$ cat config.mk
export PLATFORM = sky130hd
export DESIGN_NAME = lsu_ctrl
export DESIGN_NICKNAME = d
export VERILOG_FILES = /design/src/rtl/simprisc_pkg.sv /design/src/rtl/lsu_lane.sv /design/src/rtl/lsu_ctrl.sv
export SDC_FILE = /design/constraint.sdc
export NUM_CORES = 1
export LEC_CHECK = 0
export CAP_MARGIN = 20
export CELL_PAD_IN_SITES_DETAIL_PLACEMENT = 0
export CELL_PAD_IN_SITES_GLOBAL_PLACEMENT = 2
export CORE_MARGIN = 2
export CORE_UTILIZATION = 27
export DETAILED_ROUTE_END_ITERATION = 8
export PLACE_DENSITY_LB_ADDON = 0.12
export SLEW_MARGIN = 15
export SYNTH_ARGS = -nofsm -noshare
export SYNTH_HDL_FRONTEND = slang
export SYNTH_HIERARCHICAL = 1
export SYNTH_SLANG_ARGS = --single-unit
$ cat constraint.sdc
create_clock -name clk -period 3.6 [get_ports clk]
set_clock_uncertainty 0.2 [all_clocks]
set_input_delay 1.08 -clock clk [delete_from_list [all_inputs] [get_ports clk]]
set_output_delay 1.08 -clock clk [all_outputs]
set_load 0.005 [all_outputs]
$ cat src/rtl/simprisc_pkg.sv
`default_nettype none
// ============================================================================
// Module   : simprisc_pkg
// Purpose  : Shared types and constants for the load/store unit.
// Revision : 1.0 - initial release
// ============================================================================
package simprisc_pkg;

  typedef enum logic [1:0] {
    SZ_B = 2'b00,
    SZ_H = 2'b01,
    SZ_W = 2'b10,
    SZ_X = 2'b11
  } lsu_size_e;

  typedef enum logic [2:0] {
    ST_IDLE = 3'd0,
    ST_RD   = 3'd1,
    ST_WAIT = 3'd2,
    ST_WR   = 3'd3,
    ST_RESP = 3'd4
  } lsu_state_e;

  localparam int MEM_RD_LAT_MAX = 4;
  localparam int LAT_CNT_W      = $clog2(MEM_RD_LAT_MAX);

endpackage
`default_nettype wire

$ cat src/rtl/lsu_lane.sv
`default_nettype none
// ============================================================================
// Module   : lsu_lane
// Purpose  : Little-endian lane extract/extend for loads and lane merge for
//            sub-word read-modify-write stores.
// Revision : 1.0 - initial release
// ============================================================================
module lsu_lane
  import simprisc_pkg::*;
(
  input  logic [1:0]  size,
  input  logic [1:0]  lane,
  input  logic        sgn,
  input  logic [31:0] rdata,
  input  logic [31:0] wdata,
  output logic [31:0] load_data,
  output logic [31:0] merge_data
);

  lsu_size_e   sz;
  logic [31:0] shifted;

  assign sz      = lsu_size_e'(size);
  assign shifted = rdata >> {lane, 3'b000};

  always_comb begin
    load_data  = rdata;
    merge_data = wdata;
    case (sz)
      SZ_B: begin
        load_data  = {{24{sgn & shifted[7]}}, shifted[7:0]};
        merge_data = rdata;
        merge_data[{lane, 3'b000} +: 8] = wdata[7:0];
      end
      SZ_H: begin
        load_data  = {{16{sgn & shifted[15]}}, shifted[15:0]};
        merge_data = rdata;
        merge_data[{lane[1], 4'b0000} +: 16] = wdata[15:0];
      end
      default: begin
        load_data  = rdata;
        merge_data = wdata;
      end
    endcase
  end

endmodule
`default_nettype wire

$ cat src/rtl/lsu_ctrl.sv
`default_nettype none
// ============================================================================
// Module   : lsu_ctrl
// Purpose  : Load/store unit mastering a word-only data-memory port; sub-word
//            stores use read-modify-write. Optional macro LSU_ALIGN_CHECK_EN
//            rejects misaligned/illegal-size requests with rsp_err.
// Revision : 1.0 - initial release
// ============================================================================
module lsu_ctrl
  import simprisc_pkg::*;
#(
  parameter int MEM_RD_LAT = 1,
  parameter int ADDR_W     = 32
) (
  input  logic              clk,
  input  logic              reset,
  input  logic              req_valid,
  output logic              req_ready,
  input  logic              req_we,
  input  logic [1:0]        req_size,
  input  logic              req_signed,
  input  logic [ADDR_W-1:0] req_addr,
  input  logic [31:0]       req_wdata,
  input  logic [4:0]        req_rd,
  output logic              rsp_valid,
  output logic [31:0]       rsp_data,
  output logic [4:0]        rsp_rd,
  output logic              rsp_err,
  output logic [ADDR_W-1:0] mem_addr,
  output logic [31:0]       mem_wdata,
  output logic              mem_rw,
  input  logic [31:0]       mem_rdata
);

  lsu_state_e           state, state_nx;
  logic [LAT_CNT_W-1:0] cnt;
  logic                 we_q, sgn_q;
  lsu_size_e            size_q;
  logic [1:0]           lane_q;
  logic [31:0]          wdata_q;
  logic [31:0]          load_data, merge_data;

  lsu_size_e            req_sz_eff;
  logic [1:0]           req_lane;
  logic                 req_bad;
  logic                 req_word_store;

  // Request decode: effective size, lane and rejection flag.
  always_comb begin
    req_sz_eff = lsu_size_e'(req_size);
    req_lane   = req_addr[1:0];
    req_bad    = 1'b0;
`ifdef LSU_ALIGN_CHECK_EN
    case (lsu_size_e'(req_size))
      SZ_H:    req_bad = req_addr[0];
      SZ_W:    req_bad = |req_addr[1:0];
      SZ_X:    req_bad = 1'b1;
      default: req_bad = 1'b0;
    endcase
`else
    if (req_sz_eff == SZ_X) req_sz_eff = SZ_W;
    case (req_sz_eff)
      SZ_H:    req_lane = {req_addr[1], 1'b0};
      SZ_W:    req_lane = 2'b00;
      default: req_lane = req_addr[1:0];
    endcase
`endif
  end

  assign req_word_store = req_we && (req_sz_eff == SZ_W);

  always_ff @(posedge clk) begin
    if (reset) state <= ST_IDLE;
    else       state <= state_nx;
  end

  always_comb begin
    state_nx  = state;
    req_ready = 1'b0;
    rsp_valid = 1'b0;
    mem_rw    = 1'b0;
    case (state)
      ST_IDLE: begin
        req_ready = 1'b1;
        if (req_valid) begin
          if (req_bad)             state_nx = ST_RESP;
          else if (req_word_store) state_nx = ST_WR;
          else                     state_nx = ST_RD;
        end
      end
      ST_RD:   state_nx = ST_WAIT;
      ST_WAIT: if (cnt == '0) state_nx = we_q ? ST_WR : ST_RESP;
      ST_WR: begin
        mem_rw   = 1'b1;
        state_nx = ST_RESP;
      end
      ST_RESP: begin
        rsp_valid = 1'b1;
        state_nx  = ST_IDLE;
      end
      default: state_nx = ST_IDLE;
    endcase
  end

  always_ff @(posedge clk) begin
    if (reset) begin
      cnt       <= '0;
      we_q      <= 1'b0;
      sgn_q     <= 1'b0;
      size_q    <= SZ_B;
      lane_q    <= 2'b00;
      wdata_q   <= '0;
      rsp_data  <= '0;
      rsp_rd    <= '0;
      rsp_err   <= 1'b0;
      mem_addr  <= '0;
      mem_wdata <= '0;
    end else begin
      case (state)
        ST_IDLE: if (req_valid) begin
          we_q     <= req_we;
          sgn_q    <= req_signed;
          size_q   <= req_sz_eff;
          lane_q   <= req_lane;
          wdata_q  <= req_wdata;
          rsp_rd   <= req_rd;
          rsp_err  <= req_bad;
          rsp_data <= '0;
          // Rejected requests leave the memory port untouched.
          if (!req_bad) mem_addr <= {req_addr[ADDR_W-1:2], 2'b00};
          if (!req_bad && req_word_store) mem_wdata <= req_wdata;
        end
        ST_RD: cnt <= LAT_CNT_W'(MEM_RD_LAT - 1);
        ST_WAIT: begin
          if (cnt == '0) begin
            if (we_q) mem_wdata <= merge_data;
            else      rsp_data  <= load_data;
          end else begin
            cnt <= cnt - 1'b1;
          end
        end
        default: ;
      endcase
    end
  end

  lsu_lane u_lane (
    .size       (size_q),
    .lane       (lane_q),
    .sgn        (sgn_q),
    .rdata      (mem_rdata),
    .wdata      (wdata_q),
    .load_data  (load_data),
    .merge_data (merge_data)
  );

endmodule
`default_nettype wire

==> impl_table.tex, run 1 <==
\begin{tabular}{lr}
\hline
Metric & Value \\
\hline
\multicolumn{2}{l}{\textbf{Placement}} \\
\quad \# port buffers & 209 \\
\quad Place WS & 0.162 ns \\
\quad DPL Wire Length & 18.6 mm \\
\quad Final RePlAce weighted congestion & 0.767 \\
\multicolumn{2}{l}{\textbf{Detailed routing}} \\
\quad Post-DR vias/cell & 4.91 \\
\quad Starting DRC count in detailed routing & 426 \\
\quad Routed via count & 6995 \\
\quad First drt pass iteration count & 6 \\
\quad Wire length per cell & 18.8 um \\
\quad Number of design rule violations left after detail routing & 0 \\
\quad Antenna-violating nets left & 0 \\
\quad Routed Wire Length & 26.8 mm \\
\multicolumn{2}{l}{\textbf{Global route}} \\
\quad Vias in the first global route & 6912 \\
\quad Maximum number of pins on one net before global-route repair & 74 \\
\quad Global-route track usage on met3 & 6.66\% \\
\quad Busiest grt layer & met2 \\
\quad Met2 track demand over resource & 29.2\% \\
\quad Met1 capacity usage during global routing & 24.6\% \\
\quad Initial antenna violation count & 1 \\
\quad Total GRT Usage & 18.8\% \\
\quad Overflow left after global routing & 0 \\
\quad Global-route wire length before repair & 41.3 mm \\
\multicolumn{2}{l}{\textbf{STA}} \\
\quad Period utilization & 87.9\% \\
\quad Normalized max-slew margin & 27.3\% \\
\quad Maximum achievable frequency & 0.316 GHz \\
\quad Number of pins exceeding their max-slew limit in the final report & 0 \\
\quad Sum of negative setup slack & 0 ns \\
\quad Final worst path period need & 3.17 ns \\
\quad Transition time at the pin with the least slew margin & 1.09 ns \\
\quad Setup repair after global routing missed its margin & no \\
\quad Final setup slack of the worst path & 0.435 ns \\
\quad Final Hold Viols & 0 \\
\quad Final Setup Violations & 0 \\
\multicolumn{2}{l}{\textbf{Finish}} \\
\quad Filler Cells Inserted & 2785 \\
\quad Layout net count & 1182 \\
\quad Area delta synth->final & 40.3\% \\
\quad Fraction of final layout cells with drive strength greater than 1 & 10.1\% \\
\multicolumn{2}{l}{\textbf{Power and ir drop}} \\
\quad Fraction of power consumed by combinational cells & 20.6\% \\
\quad Maximum VDD drop & 196 uV \\
\quad Leakage dissipation & 3.58 nW \\
\quad Clock network fraction of design power & 40.3\% \\
\quad PD cells & 438 nW/um\^{}2 \\
\quad Switching portion of total power & 29.4\% \\
\quad Sequential power share & 39.1\% \\
\quad Post-layout power & 0.00449 W \\
\quad Internal power & 0.00317 W \\
\quad Net Switching & 0.00132 W \\
\multicolumn{2}{l}{\textbf{Critical path}} \\
\quad Crit path cell chain & or2\_1, nor2\_1, clkdlybuf4s50\_1 \\
\quad Family with the most delay on the worst path & simple AND/OR/NAND/NOR gates \\
\quad Path type of the worst setup path & reg2out \\
\quad Crit path buf inv count & 1 \\
\quad FF-to-FF Start & lane\_q[1] \\
\quad Startpoint class of the critical path & flop \\
\quad Critical Path RT & 2.32 ns \\
\quad Slowest CP cell & sky130\_fd\_sc\_hd\_\_clkdlybuf4s50\_1 \\
\quad Maximum fanout encountered on the critical timing path & 9 \\
\quad Worst Setup End Kind & primary output \\
\quad Longest individual stage delay on the worst path & 0.51 ns \\
\quad CP arrival & 1.89 ns \\
\quad CP Launch Point & state[0] \\
\multicolumn{2}{l}{\textbf{Job}} \\
\quad Max cap viols & 0 \\
\multicolumn{2}{l}{\textbf{Logic synthesis}} \\
\quad Avg Inst Size Synth & 8.13 sq um \\
\quad Number of warnings printed during yosys synthesis & 6 \\
\quad Share of synthesized flip-flops with an asynchronous set or reset & 0\% \\
\quad Yosys top cell by area & sky130\_fd\_sc\_hd\_\_dfxtp\_1 \\
\quad Number of flops mapped to enable cells by yosys & 0 \\
\quad Leading post-synthesis cells by cell area & sky130\_fd\_sc\_hd\_\_dfxtp\_1 (39\%), sky130\_fd\_sc\_hd\_\_nand2\_1 (11\%), sky130\_fd\_sc\_hd\_\_mux2i\_1 (6.9\%), sky130\_fd\_sc\_hd\_\_a22oi\_1 (6.5\%), sky130\_fd\_sc\_hd\_\_a21oi\_1 (6.2\%) \\
\quad Primary FF master, synth & sky130\_fd\_sc\_hd\_\_dfxtp\_1 \\
\quad Top cell types by occurrence after synthesis & sky130\_fd\_sc\_hd\_\_nand2\_1 (216), sky130\_fd\_sc\_hd\_\_dfxtp\_1 (142), sky130\_fd\_sc\_hd\_\_a21oi\_1 (91) \\
\quad Gate count after technology mapping & 898 \\
\quad Share of the synthesized area in the top cell type & 38.9\% \\
\quad Count of state elements after synthesis & 142 \\
\quad Synth unique cells & 53 \\
\quad Part of the Yosys area used for sequential elements & 38.9\% \\
\quad Most repeated cell in the gate-level netlist after synthesis & sky130\_fd\_sc\_hd\_\_nand2\_1 \\
\quad Cell area after synthesis & 7300 sq um \\
\multicolumn{2}{l}{\textbf{Die}} \\
\quad \# IOs & 213 \\
\quad Core region area & 26700 sq um \\
\quad Placement Rows & 60 \\
\quad Starting Density & 27.3\% \\
\quad Horiz. Die Dim & 168 um \\
\quad Die height & 168 um \\
\quad Die area & 28400 sq um \\
\multicolumn{2}{l}{\textbf{Clock tree}} \\
\quad Post-cts hold buffer count & 0 \\
\quad Clock tree from TritonCTS & yes \\
\quad CTS sink cnt & 142 \\
\quad Clock transition at the registers of the reported paths & 0.06 ns \\
\quad Num CTS Buffers & 17 \\
\quad Clock root cell & sky130\_fd\_sc\_hd\_\_clkbuf\_16 \\
\quad H-tree lvl count & 4 \\
\quad Number of post-CTS setup repair buffers & 0 \\
\quad Clock latency on the worst-skew pair & 0.43 ns \\
\quad Buffer levels on the longest clock path & 2 \\
\quad Post-cts sizing count & 0 \\
\multicolumn{2}{l}{\textbf{Run status}} \\
\quad Status & complete, no violations \\
\multicolumn{2}{l}{\textbf{Min path}} \\
\quad Critical hold path startpoint & mem\_addr[13] \\
\quad Type of the most critical hold path & reg2reg \\
\hline
\end{tabular}
-- final cells by class --
type	instances	area [sq um]	area share, %
clock buffers	19	443	4.32
multi-input cells	674	4070	39.7
well taps	341	427	4.16
flip-flops and latches	142	2840	27.7
clock inverters	13	154	1.50
repair buffers	226	2280	22.2
inverters	7	26.3	0.256
diodes	2	5.00	0.0488
-- logic make-up (layout without fill, tap and decap cells) --
logic type                 count (synthesis)  count (layout)  synth area share, %
and+or+nand+nor                          351             351                 20.6
AOI/OAI and AO/OA                        256             256                 25.6
DFF                                      142             142                 38.9
buffers and inverters                     84             265                 5.72
muxes                                     58              58                 8.09
adders and majority gates                  6               6                 1.03
other                                      1               5               0.0513
-- worst register-to-register path, delay by kind of cell, from the launching register on --
| family | cells | cell delay (ns) |
|---|---|---|
| flip-flops | 1 | 0.33 |
| adder cells (fa/ha/maj) | 1 | 0.51 |
| buffers and inverters | 1 | 0.34 |
| AO/OA/AOI/OAI | 3 | 0.61 |
| multiplexers | 1 | 0.15 |
| AND/OR/NAND/NOR | 2 | 0.68 |
-- flip-flops by register name (all words and copies together) (netlist names) --
| signal | count |
|---|---|
| cnt | 2 |
| lane_q | 2 |
| mem_addr | 30 |
| mem_wdata | 32 |
| rsp_data | 32 |
| rsp_rd | 5 |
| sgn_q | 1 |
| size_q | 2 |
| state | 3 |
| wdata_q | 32 |
| we_q | 1 |
-- final timing paths --
check,cells after the start,endpoint,slack [ns]
worst min register to register,2,mem_addr[13],0.25
worst max-delay path,3,req_ready,0.43
worst max register to register,8,mem_wdata[14],0.71
worst min-delay path,2,mem_addr[13],0.25
-- per-stage QoR --
stage                     hold WS [ns]  util (%)  instances  area, sq um
after floorplan                  0.236         -        900         7310
after global placement           0.241      36.1       1390         9650
after detailed placement         0.247      36.1       1390         9650
after CTS                        0.254      38.3       1422        10200
after global routing             0.269      38.3       1422        10200
final                            0.252      38.3       1424        10200
-- power by group through the flow --
stage / clock network, W / registers, W / logic, W
after floorplan: 0 / 0.00176 / 0.000508
after global placement: 0 / 0.00179 / 0.000940
after detailed placement: 0 / 0.00179 / 0.000936
after CTS: 0.00188 / 0.00175 / 0.000940
after global routing: 0.00194 / 0.00177 / 0.00102
final: 0.00181 / 0.00175 / 0.000925
-- layer usage --
layer | share of wire (%) | wire length (um)
met5 | 0 | 0
met4 | 1.4 | 380
met3 | 8.2 | 2200
met2 | 45 | 12000
met1 | 46 | 12200
-- layout by cell type (no fill, tap or decap), types with 5 or more instances in the layout --
| master | n |
|---|---|
| sky130_fd_sc_hd__a222oi_1 | 7 |
| sky130_fd_sc_hd__clkbuf_16 | 17 |
| sky130_fd_sc_hd__buf_4 | 13 |
| sky130_fd_sc_hd__or3_1 | 8 |
| sky130_fd_sc_hd__mux2_2 | 8 |
| sky130_fd_sc_hd__buf_12 | 5 |
| sky130_fd_sc_hd__a22o_2 | 8 |
| sky130_fd_sc_hd__o21ai_0 | 23 |
| sky130_fd_sc_hd__nand2_1 | 215 |
| sky130_fd_sc_hd__a22oi_1 | 63 |
| sky130_fd_sc_hd__a21oi_1 | 91 |
| sky130_fd_sc_hd__inv_1 | 5 |
| sky130_fd_sc_hd__nor2b_1 | 18 |
| sky130_fd_sc_hd__mux2i_1 | 50 |
| sky130_fd_sc_hd__dfxtp_1 | 141 |
| sky130_fd_sc_hd__ha_1 | 6 |
| sky130_fd_sc_hd__nor2_1 | 80 |
| sky130_fd_sc_hd__clkdlybuf4s50_1 | 208 |
| sky130_fd_sc_hd__o221ai_1 | 16 |
| sky130_fd_sc_hd__a211oi_2 | 28 |
No activity file was read; power rests on OpenSTA's default activity.
==> inputs of run 2 (changes only) <==
PLACE_DENSITY = 0.79   (was default)
PLACE_DENSITY_LB_ADDON = default   (was 0.12)
==> run 2 against run 1 <==
Non-clock buffer count did not move. Fmax fell by 0.55%. Sequential share of layout area barely moved. Power rose by 0.80%. Wire length rose by 0.45%. Final area fell by 0.11%.
==> impl_table.tex, run 2 (synthesized netlist as in run 1, its figures left out) <==
\begin{tabular}{lr}
\hline
Metric & Value \\
\hline
\multicolumn{2}{l}{\textbf{Power and ir drop}} \\
\quad Clock network fraction of design power & 40.8\% \\
\quad Maximum VDD drop & 250 uV \\
\quad Fraction of power consumed by combinational cells & 20.5\% \\
\quad Leakage dissipation & 3.58 nW \\
\quad Post-layout power & 0.00452 W \\
\quad Sequential power share & 38.7\% \\
\quad PD cells & 442 nW/um\^{}2 \\
\quad Internal power & 0.00325 W \\
\quad Net Switching & 0.00127 W \\
\quad Switching portion of total power & 28.1\% \\
\multicolumn{2}{l}{\textbf{Finish}} \\
\quad Finished Core Util & 38.3\% \\
\quad Number of non-filler instances in the completed layout & 1421 \\
\quad Layout net count & 1182 \\
\quad Most common cell after layout, fill and taps aside & sky130\_fd\_sc\_hd\_\_nand2\_1 \\
\quad Most used cells in the layout excluding fill and tap cells & sky130\_fd\_sc\_hd\_\_nand2\_1 (215), sky130\_fd\_sc\_hd\_\_clkdlybuf4s50\_1 (208), sky130\_fd\_sc\_hd\_\_dfxtp\_1 (141), sky130\_fd\_sc\_hd\_\_a21oi\_1 (91), sky130\_fd\_sc\_hd\_\_nor2\_1 (80) \\
\quad Fraction of final layout cells with drive strength greater than 1 & 9.92\% \\
\quad Leading registers by flop count & mem\_wdata (32), rsp\_data (32), wdata\_q (32) \\
\quad Area used by multi-input combinational logic & 4070 sq um \\
\quad FF/Latch Area & 2840 sq um \\
\quad Filler Cells Inserted & 2773 \\
\quad Area delta synth->final & 40.2\% \\
\multicolumn{2}{l}{\textbf{Detailed routing}} \\
\quad First drt pass iteration count & 7 \\
\quad Antenna-violating nets left & 0 \\
\quad Starting DRC count in detailed routing & 477 \\
\quad Routed via count & 7129 \\
\quad Routed Wire Length & 26.9 mm \\
\quad Post-DR vias/cell & 5.02 \\
\quad Wire length per cell & 18.9 um \\
\quad Number of design rule violations left after detail routing & 0 \\
\multicolumn{2}{l}{\textbf{STA}} \\
\quad Maximum achievable frequency & 0.314 GHz \\
\quad Final worst path period need & 3.18 ns \\
\quad Number of pins exceeding their max-slew limit in the final report & 0 \\
\quad Transition time at the pin with the least slew margin & 0.830 ns \\
\quad Period utilization & 88.4\% \\
\quad Sum of negative setup slack & 0 ns \\
\quad Final Setup Violations & 0 \\
\quad Final setup slack of the worst path & 0.417 ns \\
\quad Setup repair after global routing missed its margin & no \\
\quad Normalized max-slew margin & 44.2\% \\
\quad Final Hold Viols & 0 \\
\multicolumn{2}{l}{\textbf{Die}} \\
\quad Die area & 28400 sq um \\
\quad Starting Density & 27.3\% \\
\quad Core region area & 26700 sq um \\
\quad \# IOs & 213 \\
\quad Placement Rows & 60 \\
\quad Die height & 168 um \\
\quad Horiz. Die Dim & 168 um \\
\multicolumn{2}{l}{\textbf{Placement}} \\
\quad Inst Count DP & 1390 \\
\quad Place WS & 0.246 ns \\
\quad DPL Wire Length & 18.8 mm \\
\quad \# port buffers & 209 \\
\quad Final RePlAce weighted congestion & 0.802 \\
\multicolumn{2}{l}{\textbf{Global route}} \\
\quad Vias in the first global route & 6893 \\
\quad Initial antenna violation count & 4 \\
\quad Maximum number of pins on one net before global-route repair & 74 \\
\quad Global-route wire length before repair & 40.8 mm \\
\quad Overflow left after global routing & 0 \\
\quad Total GRT Usage & 18.6\% \\
\multicolumn{2}{l}{\textbf{Clock tree}} \\
\quad Clock latency on the worst-skew pair & 0.42 ns \\
\quad H-tree lvl count & 4 \\
\quad Buffer levels on the longest clock path & 2 \\
\quad CTS sink cnt & 142 \\
\quad Num CTS Buffers & 17 \\
\quad Clock transition at the registers of the reported paths & 0.06 ns \\
\quad Post-cts sizing count & 0 \\
\quad Clock root cell & sky130\_fd\_sc\_hd\_\_clkbuf\_16 \\
\quad Post-cts hold buffer count & 0 \\
\quad Clock tree from TritonCTS & yes \\
\quad Number of post-CTS setup repair buffers & 0 \\
\multicolumn{2}{l}{\textbf{Min path}} \\
\quad Type of the most critical hold path & reg2reg \\
\multicolumn{2}{l}{\textbf{Critical path}} \\
\quad Startpoint class of the critical path & flop \\
\quad Crit path to & req\_ready \\
\quad Maximum fanout encountered on the critical timing path & 9 \\
\quad Worst Setup End Kind & primary output \\
\quad Path type of the worst setup path & reg2out \\
\quad FF-to-FF Start & lane\_q[1] \\
\quad Critical register-to-register path endpoint & mem\_wdata[23] \\
\quad CP arrival & 1.90 ns \\
\quad Worst setup slack for register-to-register paths & 0.60 ns \\
\quad Number of cell instances on the worst register-to-register path & 8 \\
\quad CP Launch Point & state[0] \\
\quad Critical Path RT & 2.32 ns \\
\multicolumn{2}{l}{\textbf{Job}} \\
\quad Max cap viols & 0 \\
\multicolumn{2}{l}{\textbf{Run status}} \\
\quad Status & complete, no violations \\
\hline
\end{tabular}
-- run 2: power by group through the flow --
stage	Clock (W)	Combinational, W	Sequential [W]
3_5_place_dp	0	0.000932	0.00178
4_1_cts	0.00191	0.000937	0.00175
5_1_grt	0.00197	0.00101	0.00176
6_report	0.00185	0.000928	0.00175
2_1_floorplan	0	0.000508	0.00176
3_3_place_gp	0	0.000934	0.00178
-- run 2: worst min path at each step --
stage	startpoint	to	cells past startpoint
after global routing	mem_addr[18]	mem_addr[18]	2
after detailed placement	mem_addr[18]	mem_addr[18]	2
after floorplan	wdata_q[16]	wdata_q[16]	2
after CTS	rsp_rd[3]	rsp_rd[3]	2
after global placement	rsp_rd[2]	rsp_rd[2]	2
final	rsp_rd[3]	rsp_rd[3]	2
-- run 2: area by class of cell --
type	instances	area share [%]
clock inverter	12	1.67
sequential	142	27.8
clock buffer	18	4.19
timing repair buffer	226	22.1
inverter	7	0.257
multi-input combinational	674	39.8
tap	341	4.17
antenna	1	0.0244
-- run 2: routing by layer --
| metal | up-vias | GRT usage, % | wire, um |
|---|---|---|---|
| met5 | - | 0 | 42 |
| met4 | 6 | 4.65 | 493 |
| met3 | 39 | 7.36 | 2580 |
| met2 | 275 | 29.7 | 12000 |
| met1 | 3319 | 23.5 | 11800 |
| li1 | 3490 | - | - |
-- run 2: metrics by stage --
step / hold slack (ns) / area [sq um]
after floorplan: 0.236 / 7310
after global placement: 0.241 / 9630
after detailed placement: 0.248 / 9630
after CTS: 0.255 / 10200
after global routing: 0.274 / 10200
final: 0.252 / 10200
-- run 2: critical path: stages, from the launching register on --
cell and delay (ns):
sky130_fd_sc_hd__dfxtp_1 0.39, sky130_fd_sc_hd__or2_1 0.39, sky130_fd_sc_hd__nor2_1 0.19, sky130_fd_sc_hd__clkdlybuf4s50_1 0.52
==> inputs of run 3 (changes only) <==
SKIP_CTS_REPAIR_TIMING = 1   (was default)
==> results of run 3 <==
No change in the layout: final DEF, timing and power equal those of run 2.
==> RTL edit: new RTL, flow settings as in run 3 <==
Register the output `rsp_err` once more; this adds one clock of latency there. The other outputs are not delayed to match.
--- a/src/rtl/lsu_ctrl.sv
+++ b/src/rtl/lsu_ctrl.sv
@@ -32,4 +32,6 @@
   input  logic [31:0]       mem_rdata
 );
+
+  logic rsp_err_s0;
 
   lsu_state_e           state, state_nx;
@@ -113,5 +115,5 @@
       rsp_data  <= '0;
       rsp_rd    <= '0;
-      rsp_err   <= 1'b0;
+      rsp_err_s0 <= 1'b0;
       mem_addr  <= '0;
       mem_wdata <= '0;
@@ -125,5 +127,5 @@
           wdata_q  <= req_wdata;
           rsp_rd   <= req_rd;
-          rsp_err  <= req_bad;
+          rsp_err_s0 <= req_bad;
           rsp_data <= '0;
           // Rejected requests leave the memory port untouched.
@@ -155,4 +157,8 @@
   );
 
+  always_ff @(posedge clk) begin
+    rsp_err <= rsp_err_s0;
+  end
+
 endmodule
 `default_nettype wire
Function: no difference found for any inputs over 4 cycles, from zero or initial values and one cycle with reset high; that may be too few to reach the edited logic, so the function may still have changed.
==> RTL edit against run 3 <==
  * Final cell count is the same
  * Total power up 8.3%
  * Via count down 0.52%
  * First-iteration DRC count rose by 39%
  * Fmax is 3.5% higher
  * Area after synthesis down 0.26%
  * Worst setup slack better by 0.11 ns
  * Hold slack about the same
  * Routed wire length increased by 0.51%
  * Sequential cell count unchanged
  * Design area grew 0.53%
  * Highest routed layer unchanged
==> RTL edit: results (changes against run 3) <==
status: "complete, no violations"
drtIter0Drc: 664  # +39%
worst_path_largest_cell_delay_ns: 0.59  # +0.07 ns
crit-reg2reg-launch: "lane_q[1]"
min_path_type: "register to register"
dr.pass1.iters: 7  # unchanged
async_flop_share_pct: 0  # unchanged
ys_seq_area_share_pct: 39.02  # +0.10 points
worstHoldPathCells: 2  # unchanged
grt_start_max_net_pins: 74  # unchanged
min_to: "rsp_rd[4]"
port_buffers: 209  # unchanged
grt_pass1_vias: 6912  # +0.28%
drt-total-wl_um: 27010  # +0.51%
reg2regPathDepth: 8  # unchanged
drive_above_1_share_pct: 9.926  # about the same
vias: 7092  # -0.52%
cts-root-buf: "clkbuf_16"
reg.largest.list: "mem_wdata: 32 flops, rsp_data: 32 flops, wdata_q: 32 flops"
synthTopCellsByArea: "dfxtp_1, nand2_1, mux2i_1"
yosys.cell_types.count: 52  # -1.9%
gp_congestion: 0.8398  # +4.7%
hp-start: "rsp_rd[4]"
final_nets: 1179  # -0.25%
grt_pass1_wl_um: 41320  # +1.1%
dp.cells: 1387  # -0.22%
yosys-top-cells-count: "nand2_1, dfxtp_1, a21oi_1, nor2_1, a22oi_1"
fillers: 2765  # -0.29%
slowest_stage: "dfxtp_1"
clkTransAtPathRegs_ns: 0.06  # about the same
synthCells: 895  # -0.33%
cts_max_level: 4  # unchanged
cts_buffers: 17  # unchanged
wl_per_cell_um: 19.01  # +0.51%
clockBufferDepth: 2  # unchanged
clock_latency_ns: 0.42  # about the same
place_hpwl_um: 18680  # -0.40%
grt_antenna_before_repair: 6  # +2
reg2reg_slack_ns: 0.64  # +0.04 ns
synth_warnings: 6  # unchanged
grt_util_all_layers_pct: 18.89  # +0.27 points
tightest_slew_ns: 1.032  # +0.2020 ns
timing.rr.end: "mem_wdata[23]"
cp_max_fo: 15  # +6
ir_worst_vdd_mv: 0.2878  # +15%
leakagePower_nw: 3.618  # +1.1%
cp.arrival_ns: 1.80  # -0.10 ns
-- RTL edit: cell count changes after synthesis, moves of 2 or more --
cell / before / now
nor2b_1: 18 / 20
buf_2: 22 / 18
clkbuf_1: 40 / 43
o31ai_1: 0 / 2
a31oi_1: 2 / 0
-- RTL edit: per-stage QoR --
| step | util, % | hold slack (ns) | worst slack (ns) | area [µm²] |
|---|---|---|---|---|
| 6_report | 38.51 | 0.2526 | 0.5237 | 10290 |
| 5_1_grt | 38.49 | 0.2727 | 0.3458 | 10290 |
| 4_1_cts | 38.49 | 0.2541 | 0.4790 | 10290 |
| 3_5_place_dp | 35.96 | 0.2462 | 0.2676 | 9610 |
| 3_3_place_gp | 35.96 | 0.2404 | 0.3133 | 9610 |
| 2_1_floorplan | - | 0.2364 | 0.9256 | 7293 |
-- RTL edit: worst max path at each step --
stage,startpoint,endpoint,slack [ns],cells after the start
floorplan,lane_q[0],mem_wdata[14],0.93,11
global placement,mem_rdata[23],rsp_data[13],0.31,7
detailed placement,mem_rdata[23],rsp_data[14],0.27,7
CTS,state[0],req_ready,0.48,3
global route,state[1],mem_rw,0.35,3
finish,state[1],mem_rw,0.52,3
-- RTL edit: per-layer routing --
metal,global-route usage [%],up-vias,share of wire (%)
met3,7.170,28,10
met2,28.84,283,44
met4,4.648,8,1.2
li1,-,3489,-
met5,0,-,0.18
met1,25.12,3284,45
-- RTL edit: critical path: cells and delay by family (launching register included) --
kind                   cells  cell delay (ns)
buffers and inverters      1             0.52
DFF                        1             0.59
and+or+nand+nor            2             0.27
-- RTL edit: kinds of logic (layout without fill, tap and decap cells) --
group	after synthesis	count (layout)	synth area share, %
compound gates	253	253	25.50
fa+ha+maj	6	6	1.030
buf+inv	83	264	5.667
flops	142	142	39.02
mux	58	58	8.106
other cells	1	5	0.05147
simple gates	352	352	20.63
-- RTL edit: final cells by class --
cell class | instances | area, µm² | area share [%]
repair buffers | 226 | 2267 | 22.03
well taps | 341 | 426.7 | 4.146
flip-flops and latches | 142 | 2844 | 27.64
diodes | 2 | 5.005 | 0.04863
multi-input cells | 672 | 4050 | 39.36
inverters | 6 | 22.52 | 0.2188
clock buffers | 19 | 442.9 | 4.304
clock inverters | 13 | 232.7 | 2.261
-- RTL edit: power breakdown --
| group | switching (W) | leakage, nW | internal, W |
|---|---|---|---|
| clock network | 0.000739 | 0.328 | 0.00133 |
| logic | 0.000549 | 2.13 | 0.000494 |
| registers | 0.000105 | 1.16 | 0.00169 |
